<file path="config.mk">
export PLATFORM = sky130hd
export DESIGN_NAME = spi_mem_arbiter
export DESIGN_NICKNAME = d
export VERILOG_FILES = /design/src/rtl/spi_mem_arbiter.sv
export SDC_FILE = /design/constraint.sdc
export NUM_CORES = 1
export LEC_CHECK = 0
export ABC_CLOCK_PERIOD_IN_PS = 4800
export CAP_MARGIN = 25
export CORE_MARGIN = 10
export CORE_UTILIZATION = 46
export CTS_CLUSTER_SIZE = 25
export DETAILED_ROUTE_END_ITERATION = 16
export PLACE_DENSITY = 0.82
export SLEW_MARGIN = 10
export SYNTH_ARGS = -nofsm -noshare
export SYNTH_HDL_FRONTEND = slang
export SYNTH_SLANG_ARGS = --single-unit
</file>
<file path="constraint.sdc">
create_clock -name clk -period 4.8 [get_ports clk]
set_clock_uncertainty 0.1 [all_clocks]
set_input_delay 0.96 -clock clk [delete_from_list [all_inputs] [get_ports clk]]
set_output_delay 0.96 -clock clk [all_outputs]
set_load 0.02 [all_outputs]
</file>
<file path="src/rtl/spi_mem_arbiter.sv">
// rtl/spi_mem_arbiter.sv - two-requester round-robin arbiter in front of an SPI SRAM master
module spi_mem_arbiter #(
    parameter int MAX_BURST = 8,
    parameter int WBURST_EN = 0
) (
    input  logic        clk,
    input  logic        rst_n,
    input  logic [1:0]  req_en,
    input  logic [1:0]  req_wr,
    input  logic [47:0] req_addr,
    input  logic [15:0] req_wdata,
    output logic [1:0]  req_rdy,
    output logic [7:0]  req_rdata,
    output logic        mem_en,
    output logic        mem_wr,
    output logic [23:0] mem_addr,
    output logic [7:0]  mem_wdata,
    output logic        mem_rburst,
    output logic        mem_wburst,
    input  logic        mem_rdy,
    input  logic [7:0]  mem_rdata
);

    typedef enum logic [1:0] {
        ST_IDLE = 2'd0,
        ST_G0   = 2'd1,
        ST_G1   = 2'd2
    } state_t;

    localparam logic [8:0] MAX_BURST_W = 9'(MAX_BURST);

    state_t      state_q, state_d;
    logic        ptr_q, ptr_d;
    logic        served_q, served_d;
    logic [7:0]  cnt_q, cnt_d;
    logic        last_valid_q, last_valid_d;
    logic        last_wr_q, last_wr_d;
    logic [23:0] last_addr_q, last_addr_d;

    logic        granted;
    logic        gidx;
    logic        grant_change;
    logic        addr_seq;
    logic [8:0]  cnt_inc;
    logic [24:0] last_addr_inc;

    // Decode which requester currently owns the memory port
    always_comb begin
        granted = (state_q == ST_G0) || (state_q == ST_G1);
        gidx    = (state_q == ST_G1);
    end

    // Request mux toward the master; everything reads as zero when idle or held in reset
    always_comb begin
        mem_en    = 1'b0;
        mem_wr    = 1'b0;
        mem_addr  = 24'd0;
        mem_wdata = 8'd0;
        if (granted && rst_n) begin
            mem_en    = req_en[gidx];
            mem_wr    = req_wr[gidx];
            mem_addr  = gidx ? req_addr[47:24] : req_addr[23:0];
            mem_wdata = gidx ? req_wdata[15:8] : req_wdata[7:0];
        end
    end

    // Completion strobes, read-data broadcast and address-continuation hints
    always_comb begin
        req_rdy = 2'b00;
        if (rst_n && mem_rdy) begin
            req_rdy[0] = (state_q == ST_G0);
            req_rdy[1] = (state_q == ST_G1);
        end
        req_rdata = mem_rdata;
        // 25-bit sum so the top of the address space never chains into address 0
        last_addr_inc = {1'b0, last_addr_q} + 25'd1;
        addr_seq      = ({1'b0, mem_addr} == last_addr_inc);
        mem_rburst    = mem_en & ~mem_wr & last_valid_q & ~last_wr_q & addr_seq;
        mem_wburst    = (WBURST_EN != 0) & mem_en & mem_wr & last_valid_q & last_wr_q & addr_seq;
    end

    // Grant selection: round-robin from idle, burst-limited hand-over, release when the owner goes quiet
    always_comb begin
        state_d = state_q;
        cnt_inc = {1'b0, cnt_q} + 9'd1;
        case (state_q)
            ST_IDLE: begin
                // Until someone has been served, requester 0 wins a tie
                if (req_en == 2'b11) begin
                    state_d = (served_q && !ptr_q) ? ST_G1 : ST_G0;
                end else if (req_en[0]) begin
                    state_d = ST_G0;
                end else if (req_en[1]) begin
                    state_d = ST_G1;
                end
            end
            ST_G0, ST_G1: begin
                if (mem_rdy) begin
                    if (req_en[~gidx] && (cnt_inc >= MAX_BURST_W)) begin
                        state_d = gidx ? ST_G0 : ST_G1;
                    end
                end else if (!req_en[gidx]) begin
                    state_d = req_en[~gidx] ? (gidx ? ST_G0 : ST_G1) : ST_IDLE;
                end
            end
            default: state_d = ST_IDLE;
        endcase
    end

    // Pointer, burst counter and last-transfer tracking; a grant change wipes the run history
    always_comb begin
        grant_change = (state_d != state_q);
        ptr_d        = ptr_q;
        served_d     = served_q;
        if (grant_change && granted) begin
            ptr_d    = gidx;
            served_d = 1'b1;
        end
        cnt_d = cnt_q;
        if (grant_change) begin
            cnt_d = 8'd0;
        end else if (mem_rdy && (cnt_q != 8'hFF)) begin
            cnt_d = cnt_q + 8'd1;
        end
        last_valid_d = last_valid_q;
        last_wr_d    = last_wr_q;
        last_addr_d  = last_addr_q;
        if (mem_rdy) begin
            last_valid_d = 1'b1;
            last_wr_d    = mem_wr;
            last_addr_d  = mem_addr;
        end
        if (grant_change) begin
            last_valid_d = 1'b0;
        end
    end

    // State registers with synchronous active-low reset
    always_ff @(posedge clk) begin
        if (!rst_n) begin
            state_q      <= ST_IDLE;
            ptr_q        <= 1'b0;
            served_q     <= 1'b0;
            cnt_q        <= 8'd0;
            last_valid_q <= 1'b0;
            last_wr_q    <= 1'b0;
            last_addr_q  <= 24'd0;
        end else begin
            state_q      <= state_d;
            ptr_q        <= ptr_d;
            served_q     <= served_d;
            cnt_q        <= cnt_d;
            last_valid_q <= last_valid_d;
            last_wr_q    <= last_wr_d;
            last_addr_q  <= last_addr_d;
        end
    end

endmodule

</file>
## Word level (Yosys, flattened, before mapping)

Index checks and enable logic that the tools add are counted.

| word-level totals | value |
|---|---|
| logic and storage cells | 61 |
| register bits | 38 |

| cells by class | value |
|---|---|
| equal/unequal tests | 6 |
| reductions and logical operators | 11 |
| $add $sub $neg | 3 |
| bitwise logic cells | 8 |
| muxes and demuxes | 23 |
| magnitude comparators | 3 |

Operators with widths:

| operator | number |
|---|---|
| 24-bit 2-to-1 mux | 2 |
| 24-bit by 1-bit adder with 25-bit output, second input constant | 1 |
| 24-bit by 25-bit == test with 1-bit output | 1 |
| 2-bit 2-to-1 mux | 10 |
| 8-bit 2-to-1 mux | 2 |
| 8-bit by 1-bit adder with 9-bit output, second input constant | 1 |
| 9-bit by 4-bit greater-or-equal comparator with 1-bit output, second input constant | 1 |
| 8-bit by 1-bit adder with 8-bit output, second input constant | 1 |
| 1-bit 2-to-1 mux | 8 |
| 8-bit != test, second input constant | 1 |
| 1-bit logical AND | 6 |
| 1-bit AND | 4 |
| 2-bit == test, second input constant | 2 |
| 1-bit by 2-bit less-than comparator with 1-bit output, second input constant | 2 |
| 1-bit NOT | 4 |
| 2-bit one-hot mux with 2 select lines | 1 |
| 2-bit OR reduction | 2 |
| 2-bit by 1-bit == test with 1-bit output, second input constant | 1 |
| 2-bit zero test | 1 |
| 2-bit != test | 1 |
| 1-bit zero test | 1 |
| 1-bit logical OR | 1 |

## Depth between registers and ports, before layout

| depth | value |
|---|---|
| depth after elaboration | 10 |
| depth in mapped cells | 12 |
| depth with buffers taken out | 9 |

## Least setup slack after synthesis

Ideal clock, no wire load.

| timing path | value |
|---|---|
| path kind | reg-to-output |
| start | register state_q[1] |
| end | output port mem_rburst |
| stages on the path, launching flop included | 13 |
| arrival time | 3,114 ps |
| required time | 3,740 ps |
| path buffers | 3 |
| path slack | 626 ps |
| cell sequence | dfxtp_1 -> clkbuf_1 -> inv_1 -> ha_1 -> nand2_1 -> clkbuf_1 -> buf_1 -> nor2_1 -> nor4bb_1 -> nand4_1 -> nor4_1 -> nand4b_1 -> a2111oi_2 |

| between the ends | value |
|---|---|
| elaborated cells on any way between the ends | 18 |
| those cells by class | eq/ne (3); mux (8); bitwise (5); reduce/logical (2) |

RTL lines:

| element | line | text |
|---|---|---|
| start, declared | 32 | `state_t state_q, state_d;` |
| start signal, assigned | 149 | `state_q <= state_d;` |
| 2-bit == test or 2-bit by 1-bit == test with 1-bit output (tied branches) | 49, 50 |  |
| 1-bit 2-to-1 mux (implied by the code) or 1-bit logical OR (tied branches) | 60, 49 |  |
| 1-bit 2-to-1 mux (implied by the code) or 1-bit logical AND (tied branches) | 60, 59 |  |
| 1-bit 2-to-1 mux (*) | 59 | `if (granted && rst_n) begin` |
| net mem_en | 14 | `output logic mem_en,` |
| 1-bit AND (*) (4 in a row) | 78 | `mem_rburst = mem_en & ~mem_wr & last_valid_q & ~last_wr_q & addr_seq;` |
| end, declared | 18 | `output logic mem_rburst,` |

Mark *: on every way through the listed nets, which the timed path passes. The rest lies on a longest branch. The select of a mux whose other input is x is not followed.

## Final worst setup path

| timing path | value |
|---|---|
| start | input port rst_n |
| end | output port mem_rburst |

| between the ends | value |
|---|---|
| word-level cells in the longest chain between the ends | 7 |
| elaborated cells on any way between the ends | 10 |
| those cells by class | eq/ne (1); mux (3); bitwise (5); reduce/logical (1) |

RTL lines:

| element | line | text |
|---|---|---|
| start, declared | 7 | `input logic rst_n,` |
| 1-bit logical AND (*) | 59 |  |
| 1-bit 2-to-1 mux | 59 |  |
| 1-bit NOT | 78 |  |
| 1-bit AND (3 in a row) | 78 |  |
| 1-bit AND (*) | 78 |  |

Mark *: on every way between the ends. The rest lies on a longest branch, timed or not.

==> run metrics <==
clock power share 21.9%; area added between synthesis and finish 43.3%; hold_buf cts 0; TritonCTS clock tree built; average via count per standard cell 5.91; Synth Net Count 551; Synth Area per Inst 7.59 um2; number of CTS-inserted buffers 5; count of final setup violators 0; Detailed Routing Iterations Pass 1 5; Hold Vio Cnt, Final 0; required time of the critical path 3.74 ns; # DRC 0; CP max FO 15; Placement Rows 31; maximum ir drop on the vdd rail 0.145 mV; DP Cell Count 682; number of flops mapped to enable cells by yosys 0; drt first-iter violations 290; number of filler cells placed in the layout 617; RSZ-0062 raised after global routing no; max-capacitance violation count 0; relative slew slack 52.0%; critical path startpoint rst_n; Post-CTS Setup Repair Bufs 0; worst path cell trace clkdlybuf4s50_1, nand2_2, buf_12, buf_4, or3_1, a21oi_1, o211ai_1, nor4_1, nand4b_1, a2111oi_2, clkbuf_2; vias in the first global route 4079; area share of the leading cell type in the synthesized netlist 21.5%; final standard cell count with taps included and fillers excluded 690; multiplexer fraction of the synthesized cell area 11.5%; initial antenna violation count 0; LEAKAGE 1.85 nW; core area 7370 um2; Initial Utilization 48.0%; cells after synthesis 466; post-synthesis xor/xnor area fraction 7.25%; FF-to-FF Start state_q[0]; net count of the finished layout 675; clock latency reported for the late side of the worst-skew pair 0.29 ns; compound-gate portion of the synthesized area 17.1%; post-synthesis share of cell area spent on full adders, half adders and majority gates 2.12%; total number of clock tree sinks 38; Reg2Reg Setup Slack 2.06 ns; share of the core filled with cells 68.8%; internal power 0.983 mW; most area-consuming cells after synthesis dfxtp_1 22%, mux2i_1 10%, nor2_1 5.6%, nor2b_1 5.3%, a21oi_1 5.2%; uppermost signal routing layer after detailed routing met4; number of input and output port buffers inserted 107; crit share post-route 94.7%; first-pass GRT wire length 19.0 mm; cell type contributing the most total cell area after synthesis dfxtp_1; clock slew at reported path FFs 0.07 ns; share of synthesized area occupied by flip-flops and latches 21.5%; DPL Wire Length 8.94 mm; post_cts resized 1; number of antenna cells inserted 0; cell type of the slowest stage on the worst timing path clkdlybuf4s50_1; Die Y-Extent 108 um; arrival time at the worst endpoint 3.49 ns; status complete, no violations; fraction of final layout cells sized beyond drive strength 1 12.4%; area share of and/or/nand/nor cells after synthesis 33.7%; Pwr Density 310 nW/um2; final cell area excluding filler cells 5070 um2; count of cells along the worst register-to-register path 10; total of warnings raised by yosys 0; combinational share of power 54.3%; nature of the critical path startpoint primary input; full die area 11600 um2; NetSw 0.589 mW; net switching share of the total power 37.5%; critical setup path kind primary input to output pin; number of synthesized register bits 38; gr ovfl total 0; pin count of the biggest net entering global routing 50; root buffer selected by CTS clkbuf_8; proportion of power drawn by flip-flops and latches 23.9%; Clock Path Buffers 2; PnR Total Power 1.57 mW; max frequency 220 MHz; Top FF cell, synth dfxtp_1; endpoint kind of the worst setup timing path output pin; Worst Tran Pin Value 0.712 ns; DR WL/cell 16.9 um; Commonest cells post-synth 53 x nor2_1, 38 x dfxtp_1, 37 x a21oi_1, 37 x mux2i_1, 30 x nor2b_1; number of vias in the routed layout 4077; met3 wirelength from detailed routing 995 um; Worst Min Path Start last_valid_q; drt total wl 11.6 mm; post-route minimum period 4.55 ns; most used standard cell by instance count after synthesis nor2_1; ANT nets after route 0; number of max-slew violations in the final report 0; Hold Crit Class flip-flop to flip-flop; total placed instance area 4930 um2; dominant combinational cell family by area after synthesis simple AND/OR/NAND/NOR gates; met1 layer wirelength in the final routing 4.76 mm; global-route total usage across every layer 19.4%; longest individual stage delay on the worst path 0.49 ns; global placement routability congestion 0.940; htree depth 2; proportion of register bits with asynchronous set or reset after synthesis 0%; total standard cell area after synthesis 3540 um2; cell depth of the worst hold path 2; die outline width 108 um; number of distinct library cell variants in the gate-level netlist after synthesis 67; Top Ports 125; met2 WL post-DR 5.58 mm
==> power groups by stage <==
stage | combinational [mW] | clock [mW] | sequential (mW)
2_1_floorplan | 0.496 | 0 | 0.373
3_3_place_gp | 0.828 | 0 | 0.379
3_5_place_dp | 0.843 | 0 | 0.380
4_1_cts | 0.850 | 0.348 | 0.374
5_1_grt | 0.925 | 0.362 | 0.379
6_report | 0.853 | 0.344 | 0.375
==> layer usage <==
layer | up-vias | GRT usage, %
li1 | 1935 | -
met1 | 1907 | 23.0
met2 | 204 | 33.4
met3 | 31 | 4.49
met4 | 0 | 6.20
met5 | - | 0
==> sequential cells by signal (all words and copies together), names as in the netlist <==
signal,count
cnt_q,8
last_valid_q,1
served_q,1
last_addr_q,24
ptr_q,1
state_q,2
last_wr_q,1
==> cell type report <==
cell class	instances	area [um2]	share of cell area, %
sequential	38	761	15.0
multi-input combinational	379	2550	50.2
clock inverter	2	60.1	1.18
timing repair buffer	156	1460	28.8
tap	99	124	2.44
clock buffer	6	82.6	1.63
inverter	10	37.5	0.740
==> kinds of logic after synthesis <==
| group | after synthesis |
|---|---|
| other cells | 1 |
| fa+ha+maj | 6 |
| simple gates | 212 |
| xor+xnor | 26 |
| flops | 38 |
| buf+inv | 49 |
| mux | 40 |
| compound gates | 94 |
==> cell usage in the layout (no fill, tap or decap), types with 7 or more instances in the layout <==
cell type / instances
clkdlybuf4s50_1: 106
nor2_1: 53
buf_4: 47
dfxtp_1: 38
mux2i_1: 37
a21oi_1: 37
nor2b_1: 30
nor3_1: 25
nand2_1: 23
o21ai_0: 16
xnor2_1: 15
nand3_1: 13
nand4_1: 10
inv_1: 9
xor2_1: 9
nor4_1: 7
==> worst paths after layout <==
check / to
worst max register to register: ptr_q
worst min-delay path: last_valid_q
worst max-delay path: mem_rburst
worst min register to register: last_valid_q
==> worst max-delay path: cells and delay by family <==
kind            cells  cell delay, ns
compound gates      3            0.59
buf+inv             4            1.02
simple gates        4            0.91
==> per-stage QoR <==
stage	setup slack [ns]	hold slack (ns)	setup TNS, ns
6_report	0.254	0.377	0
5_1_grt	0.104	0.401	0
3_3_place_gp	-0.101	0.358	-0.101
3_5_place_dp	-0.164	0.361	-0.164
2_1_floorplan	0.626	0.326	0
4_1_cts	0.132	0.379	0
No activity file was read; power rests on OpenSTA's default activity.
